File: src/rtl/instr_cache_pkg.sv
// Shared definitions for the instruction cache: default geometry, address
// field positions and the controller state encoding.
package instr_cache_defs;

    localparam int WORD_SIZE_D   = 16;
    localparam int INDEX_BITS_D  = 3;
    localparam int OFFSET_BITS_D = 2;
    localparam int TAG_BITS_D    = WORD_SIZE_D - INDEX_BITS_D - OFFSET_BITS_D;

    localparam int LINE_WORDS = 1 << OFFSET_BITS_D;
    localparam int NUM_LINES  = 1 << INDEX_BITS_D;

    // Field positions within a word address: {tag, index, offset}
    localparam int OFFSET_LSB = 0;
    localparam int INDEX_LSB  = OFFSET_BITS_D;
    localparam int TAG_LSB    = OFFSET_BITS_D + INDEX_BITS_D;

    typedef enum logic [1:0] {
        IDLE  = 2'd0,
        FILL  = 2'd1,
        DRAIN = 2'd2
    } state_t;

endpackage

File: src/rtl/icache_line_array.sv
// Line storage: per-line valid bit, tag and data words. Only the valid bits
// are reset; tags and data are meaningless until their line is validated.
module icache_line_array #(
    parameter int WORD_SIZE   = 16,
    parameter int INDEX_BITS  = 3,
    parameter int OFFSET_BITS = 2,
    parameter int TAG_BITS    = WORD_SIZE - INDEX_BITS - OFFSET_BITS
) (
    input  logic                   clk,
    input  logic                   rst_n,
    input  logic                   flush,
    input  logic [INDEX_BITS-1:0]  rd_index,
    input  logic [OFFSET_BITS-1:0] rd_offset,
    output logic                   rd_valid,
    output logic [TAG_BITS-1:0]    rd_tag,
    output logic [WORD_SIZE-1:0]   rd_word,
    input  logic                   wr_en,
    input  logic [INDEX_BITS-1:0]  wr_index,
    input  logic [OFFSET_BITS-1:0] wr_offset,
    input  logic [WORD_SIZE-1:0]   wr_data,
    input  logic                   set_en,
    input  logic [INDEX_BITS-1:0]  set_index,
    input  logic [TAG_BITS-1:0]    set_tag,
    input  logic                   clr_en,
    input  logic [INDEX_BITS-1:0]  clr_index
);

    localparam int NL = 1 << INDEX_BITS;
    localparam int LW = 1 << OFFSET_BITS;

    logic [NL-1:0]        valid;
    logic [TAG_BITS-1:0]  tags [NL];
    logic [WORD_SIZE-1:0] data [NL][LW];

    // Flush wins over any per-line update in the same cycle
    always_ff @(posedge clk or negedge rst_n) begin
        if (!rst_n) begin
            valid <= '0;
        end else if (flush) begin
            valid <= '0;
        end else begin
            if (clr_en) valid[clr_index] <= 1'b0;
            if (set_en) valid[set_index] <= 1'b1;
        end
    end

    always_ff @(posedge clk) begin
        if (set_en) tags[set_index] <= set_tag;
        if (wr_en)  data[wr_index][wr_offset] <= wr_data;
    end

    assign rd_valid = valid[rd_index];
    assign rd_tag   = tags[rd_index];
    assign rd_word  = data[rd_index][rd_offset];

endmodule

File: src/rtl/instr_cache.sv
// Direct-mapped read-only instruction cache: same-cycle hits, whole-line
// refill on a miss via sequential single-word memory reads.
module instr_cache
    import instr_cache_defs::*;
#(
    parameter int WORD_SIZE   = WORD_SIZE_D,
    parameter int INDEX_BITS  = INDEX_BITS_D,
    parameter int OFFSET_BITS = OFFSET_BITS_D
) (
    input  logic                 Clk,
    input  logic                 Reset_N,
    input  logic                 i_readM,
    input  logic [WORD_SIZE-1:0] i_address,
    output logic [WORD_SIZE-1:0] i_data,
    output logic                 i_ready,
    input  logic                 i_flush,
    output logic                 m_readM,
    output logic [WORD_SIZE-1:0] m_address,
    input  logic [WORD_SIZE-1:0] m_data,
    input  logic                 m_valid,
    output logic [WORD_SIZE-1:0] hit_count,
    output logic [WORD_SIZE-1:0] miss_count
);

    localparam int TAG_BITS = WORD_SIZE - INDEX_BITS - OFFSET_BITS;
    localparam logic [WORD_SIZE-1:0]   CNT_ONE  = 1;
    localparam logic [OFFSET_BITS-1:0] FILL_ONE = 1;

    logic [TAG_BITS-1:0]    a_tag;
    logic [INDEX_BITS-1:0]  a_index;
    logic [OFFSET_BITS-1:0] a_offset;
    assign {a_tag, a_index, a_offset} = i_address;

    state_t                 state, state_nx;
    logic [TAG_BITS-1:0]    lat_tag;
    logic [INDEX_BITS-1:0]  lat_index;
    logic [OFFSET_BITS-1:0] fill_cnt;

    logic                   rd_valid;
    logic [TAG_BITS-1:0]    rd_tag;
    logic [WORD_SIZE-1:0]   rd_word;
    logic                   lookup_hit;
    logic                   flush_all, clr_en, wr_en, set_en;
    logic                   miss, hit_inc, fill_adv;

    icache_line_array #(
        .WORD_SIZE   (WORD_SIZE),
        .INDEX_BITS  (INDEX_BITS),
        .OFFSET_BITS (OFFSET_BITS)
    ) u_lines (
        .clk       (Clk),
        .rst_n     (Reset_N),
        .flush     (flush_all),
        .rd_index  (a_index),
        .rd_offset (a_offset),
        .rd_valid  (rd_valid),
        .rd_tag    (rd_tag),
        .rd_word   (rd_word),
        .wr_en     (wr_en),
        .wr_index  (lat_index),
        .wr_offset (fill_cnt),
        .wr_data   (m_data),
        .set_en    (set_en),
        .set_index (lat_index),
        .set_tag   (lat_tag),
        .clr_en    (clr_en),
        .clr_index (a_index)
    );

    assign lookup_hit = rd_valid && (rd_tag == a_tag);

    always_comb begin
        state_nx  = state;
        flush_all = 1'b0;
        clr_en    = 1'b0;
        wr_en     = 1'b0;
        set_en    = 1'b0;
        miss      = 1'b0;
        hit_inc   = 1'b0;
        fill_adv  = 1'b0;
        case (state)
            IDLE: begin
                if (i_flush) begin
                    flush_all = 1'b1;
                end else if (i_readM) begin
                    if (lookup_hit) begin
                        hit_inc = 1'b1;
                    end else begin
                        miss     = 1'b1;
                        clr_en   = 1'b1;
                        state_nx = FILL;
                    end
                end
            end
            FILL: begin
                // An ack coinciding with the flush retires the only outstanding
                // request, so there is nothing left to drain.
                if (i_flush) begin
                    flush_all = 1'b1;
                    state_nx  = m_valid ? IDLE : DRAIN;
                end else if (m_valid) begin
                    wr_en    = 1'b1;
                    fill_adv = 1'b1;
                    if (fill_cnt == '1) begin
                        set_en   = 1'b1;
                        state_nx = IDLE;
                    end
                end
            end
            DRAIN: begin
                if (m_valid) state_nx = IDLE;
            end
            default: state_nx = IDLE;
        endcase
    end

    assign i_ready   = (state == IDLE) && i_readM && lookup_hit && !i_flush;
    assign i_data    = i_ready ? rd_word : '0;
    assign m_readM   = (state != IDLE);
    assign m_address = m_readM ? {lat_tag, lat_index, fill_cnt} : '0;

    always_ff @(posedge Clk or negedge Reset_N) begin
        if (!Reset_N) begin
            state      <= IDLE;
            lat_tag    <= '0;
            lat_index  <= '0;
            fill_cnt   <= '0;
            hit_count  <= '0;
            miss_count <= '0;
        end else begin
            state <= state_nx;
            if (miss) begin
                lat_tag    <= a_tag;
                lat_index  <= a_index;
                fill_cnt   <= '0;
                miss_count <= miss_count + CNT_ONE;
            end
            if (fill_adv) fill_cnt  <= fill_cnt + FILL_ONE;
            if (hit_inc)  hit_count <= hit_count + CNT_ONE;
        end
    end

endmodule

File: config.mk
export PLATFORM = sky130hd
export DESIGN_NAME = instr_cache
export DESIGN_NICKNAME = d
export VERILOG_FILES = /design/src/rtl/instr_cache_pkg.sv /design/src/rtl/icache_line_array.sv /design/src/rtl/instr_cache.sv
export SDC_FILE = /design/constraint.sdc
export NUM_CORES = 1
export LEC_CHECK = 0
export CORE_MARGIN = 10
export CORE_UTILIZATION = 33
export DETAILED_ROUTE_END_ITERATION = 8
export HOLD_SLACK_MARGIN = 0.1
export MAX_ROUTING_LAYER = met4
export SKIP_LAST_GASP = 1
export SLEW_MARGIN = 25
export SYNTH_ARGS = -nofsm -noshare
export SYNTH_HDL_FRONTEND = slang
export SYNTH_SLANG_ARGS = --single-unit
File: constraint.sdc
create_clock -name Clk -period 5.4 [get_ports Clk]
set_input_delay 1.35 -clock Clk [delete_from_list [all_inputs] [get_ports Clk]]
set_output_delay 1.35 -clock Clk [all_outputs]
set_load 0.01 [all_outputs]
==> results.tsv <==
stage	metric	value	unit
outcome	status	finished with violations	
outcome	violations	negative setup slack	
detailed_routing	vias_per_cell	5.11	
timing	setup_ws	-13.4	ps
placement	dp_hpwl	37100	um
timing	tightest_slew	968	ps
logic_synthesis	synthAdderAreaFrac	0.290	%
detailed_routing	routed_wl	63800	um
placement	place_inst	2376	
critical_path	critical_path_class	in -> out	
logic_synthesis	synth_top_area_share	69.6	%
power	p_per_area	367	nW/um^2
logic_synthesis	synthXorXnorAreaFrac	1.25	%
placement	gp_congestion	0.749	
timing	rsz0062_at_grt	yes	
logic_synthesis	synth.area.mux_share	17.6	%
logic_synthesis	ys_ff_latch	658	
min_path	min-delay-start	hit_count[15]	
clock_network	path_clk_slew	60	ps
critical_path	r2r_start	u_lines.tags[2][6]	
floorplan	die_w	300	um
logic_synthesis	ys_seq_area_share	75.2	%
floorplan	ioPinCount	103	
timing	post-route-period-util	100	%
logic_synthesis	synth_fp_nets	1252	
clock_network	worstSkewPairLatency	620	ps
global_routing	grt_pass1_wl	93500	um
logic_synthesis	postSynthCellCount	1209	
placement	place.port_buffers	102	
critical_path	reg2reg_to	lat_tag[1]	
logic_synthesis	synth.distinct_cells	44	
global_routing	antenna_found_initial	2	
timing	period_needed	5410	ps
final_layout	drive_gt1_share	29.4	%
timing	setup_violations	1	
critical_path	required	4050	ps
critical_path	cpLargestDelayFamily	buffers and inverters	
final_layout	nNetsFinal	1453	
min_path	hold_class	reg -> reg	
floorplan	die_area	90100	um^2
logic_synthesis	ys_top_cells_by_area	edfxtp_1, mux4_2, dfrtp_1	
logic_synthesis	synth_top_area_cell	edfxtp_1	
global_routing	gr-total-overflow	0	
detailed_routing	dr.pass1.iters	5	
detailed_routing	ant_nets	0	
clock_network	clock_sinks	658	
critical_path	critPathMaxFanout	18	
logic_synthesis	synth_warnings	0	
critical_path	crit_chain	buf_4 -> buf_4 -> mux2_2 -> a2bb2oi_1 -> a21o_1 -> a221oi_1 -> buf_4 -> nand4_1 -> or2_1 -> buf_12 -> nor2_1 -> clkdlybuf4s50_1	
critical_path	end_kind	output pin	
detailed_routing	wire_per_inst	25.4	um
clock_network	htree_levels	3	
final_layout	fin_cells	2507	
critical_path	rr_worst_depth	10	
clock_network	cts_tree	yes	
floorplan	die_h	300	um
critical_path	crit_path_frequent_cell	buf_4	
flow_run	max-cap-violations	0	
placement	post-place-ws	-80.9	ps
critical_path	start_kind	primary input	
logic_synthesis	synth_edf_count	600	
logic_synthesis	synthesis.area	25900	um^2
floorplan	placementRows	102	
global_routing	gr-usage-all-layers	14.5	%
critical_path	worstPathArrival	4060	ps
clock_network	clockBufferDepth	3	
final_layout	areaGrowthSynthToFinish	20.4	%
timing	hold_ws	466	ps
timing	slew_viol_final	0	
timing	slew_headroom	35.3	%
critical_path	max_stage_delay	550	ps
logic_synthesis	synthSimpleGateAreaFrac	3.58	%
timing	hold_violations	0	
floorplan	initial_core_util	33.4	%
global_routing	grt_max_degree	81	
clock_network	cts_buffers	70	
logic_synthesis	avgSynthCellArea	21.4	um^2
floorplan	core	77600	um^2
power	ir_drop	0.248	mV
logic_synthesis	synth_top_family_by_area	multiplexers	
min_path	holdPathStages	1	
global_routing	grt_pass1_vias	13400	
critical_path	critical_path.slowest_cell	clkdlybuf4s50_1	
detailed_routing	drt_iter0_drc	1249	
critical_path	r2r_slack	2370	ps
detailed_routing	drc	0	
power	power_leakage	0.0104	uW
min_path	holdPathEnd	hit_count[15]	
timing	max_freq	185	MHz
logic_synthesis	synth_top_flop_cell	edfxtp_1	
detailed_routing	vias	12800	
logic_synthesis	async_flop_share	8.81	%
clock_network	root_buffer	clkbuf_16	
logic_synthesis	synth-compound-area-share	0.821	%
critical_path	critical_path_buf_inv_count	5	
timing	fin_worst_skew	26.5	ps
## timing repair
action | 4_1_cts | 5_1_grt
cloned | 1 | 0
hold endpoints to repair | 0 | 0
setup endpoints to repair | 16 | 10
buffers inserted | 0 | 1
hold buffers | 0 | 0
pin swaps | 0 | 1
gates resized for setup | 9 | 9
## cell usage in the layout, fill, tap and decap left out, types with 10 or more instances in the layout
cell / n
buf_2: 16
nor2b_1: 18
xnor2_1: 14
clkdlybuf4s50_1: 67
buf_4: 79
mux2_1: 16
buf_12: 10
clkinv_2: 10
xor2_1: 23
dfrtp_1: 58
nand3_1: 18
nor2_4: 16
mux2i_1: 39
mux4_2: 176
clkbuf_1: 17
nor3_1: 10
nor2_2: 17
clkbuf_16: 72
nand2_1: 18
nor2_1: 40
edfxtp_1: 600
## cells in the mapped netlist (6+ instances only)
cell type  instances
nor2_1            73
dfrtp_1           58
and3_1             6
buf_1              7
nand2_1           18
a22oi_1            7
inv_1              7
buf_2             19
xor2_1            23
ha_1               6
mux2_1            16
mux2i_1           40
edfxtp_1         600
mux4_2           176
nor2b_1           18
xnor2_1           14
clkbuf_1          29
a311oi_1           8
nand3_1           18
nor3_1            10
## worst reg2reg max path, cell delays in order, from the launching register on
cell and delay (ps):
edfxtp_1 370, mux4_2 460, mux2i_1 190, xnor2_1 100, a2111oi_2 390, nand4_1 180
buf_4 160, buf_4 220, and2_1 210, buf_4 250, mux2_1 370
## through the flow
stage | setup TNS, ps | total power (uW) | utilization, % | instance area [um^2]
final | -13.4 | 11400 | 40.2 | 31200
after floorplan | 0 | 6270 | - | 25900
after detailed placement | -476 | 6690 | 37.2 | 28900
after CTS | 0 | 11600 | 40.2 | 31200
after global placement | 0 | 6670 | 37.2 | 28900
after global routing | -208 | 11800 | 40.2 | 31200
## worst max-delay path by stage
stage	startpoint	end	slack [ps]	cells past startpoint
3_5_place_dp	i_address[3]	i_data[14]	-80	11
2_1_floorplan	i_address[3]	i_data[10]	330	8
6_report	i_address[2]	i_data[4]	-10	12
5_1_grt	i_address[2]	i_data[4]	-210	11
4_1_cts	i_address[2]	i_data[7]	0.3	11
3_3_place_gp	i_address[3]	i_data[0]	30	11
## per-layer routing
metal  global-route usage, %  wire length, um  vias to the layer above
met5                       -                0                        -
met3                    2.77             4070                       83
met4                    3.48             1070                        0
met2                    22.3            30500                      418
li1                        -                -                     5402
met1                    19.8            28100                     6911
## flip-flops by register name (all words and copies together), names as in the netlist
name           cells
hit_count         16
state              2
fill_cnt           2
lat_tag           11
u_lines.data     512
u_lines.valid      8
lat_index          3
miss_count        16
u_lines.tags      88
## cell families (layout without fill, tap and decap cells)
group                      after synthesis  after routing
buffers and inverters                   70            326
DFF                                    658            658
adders and majority gates                6              6
other                                    0              2
and+or+nand+nor                        179            179
AOI/OAI and AO/OA                       26             26
xor gates and xnor gates                37             37
muxes                                  233            233
## report_power, final
group          total [uW]  internal [uW]  switching, uW
clock                4860           2850           2020
combinational         773            346            427
sequential           5790           5680            111
total               11400           8880           2550
## cell type report
cell class	instances	area, um^2
Tap cell	1040	1300
Clock buffer	91	1890
Multi-Input combinational cell	481	6260
Clock inverter	36	429
Sequential cell	658	19500
Fill cell	6922	46400
Timing Repair Buffer	192	1800
Inverter	7	26.3
Antenna cell	2	5.00
(Power assumes the default switching activity.)
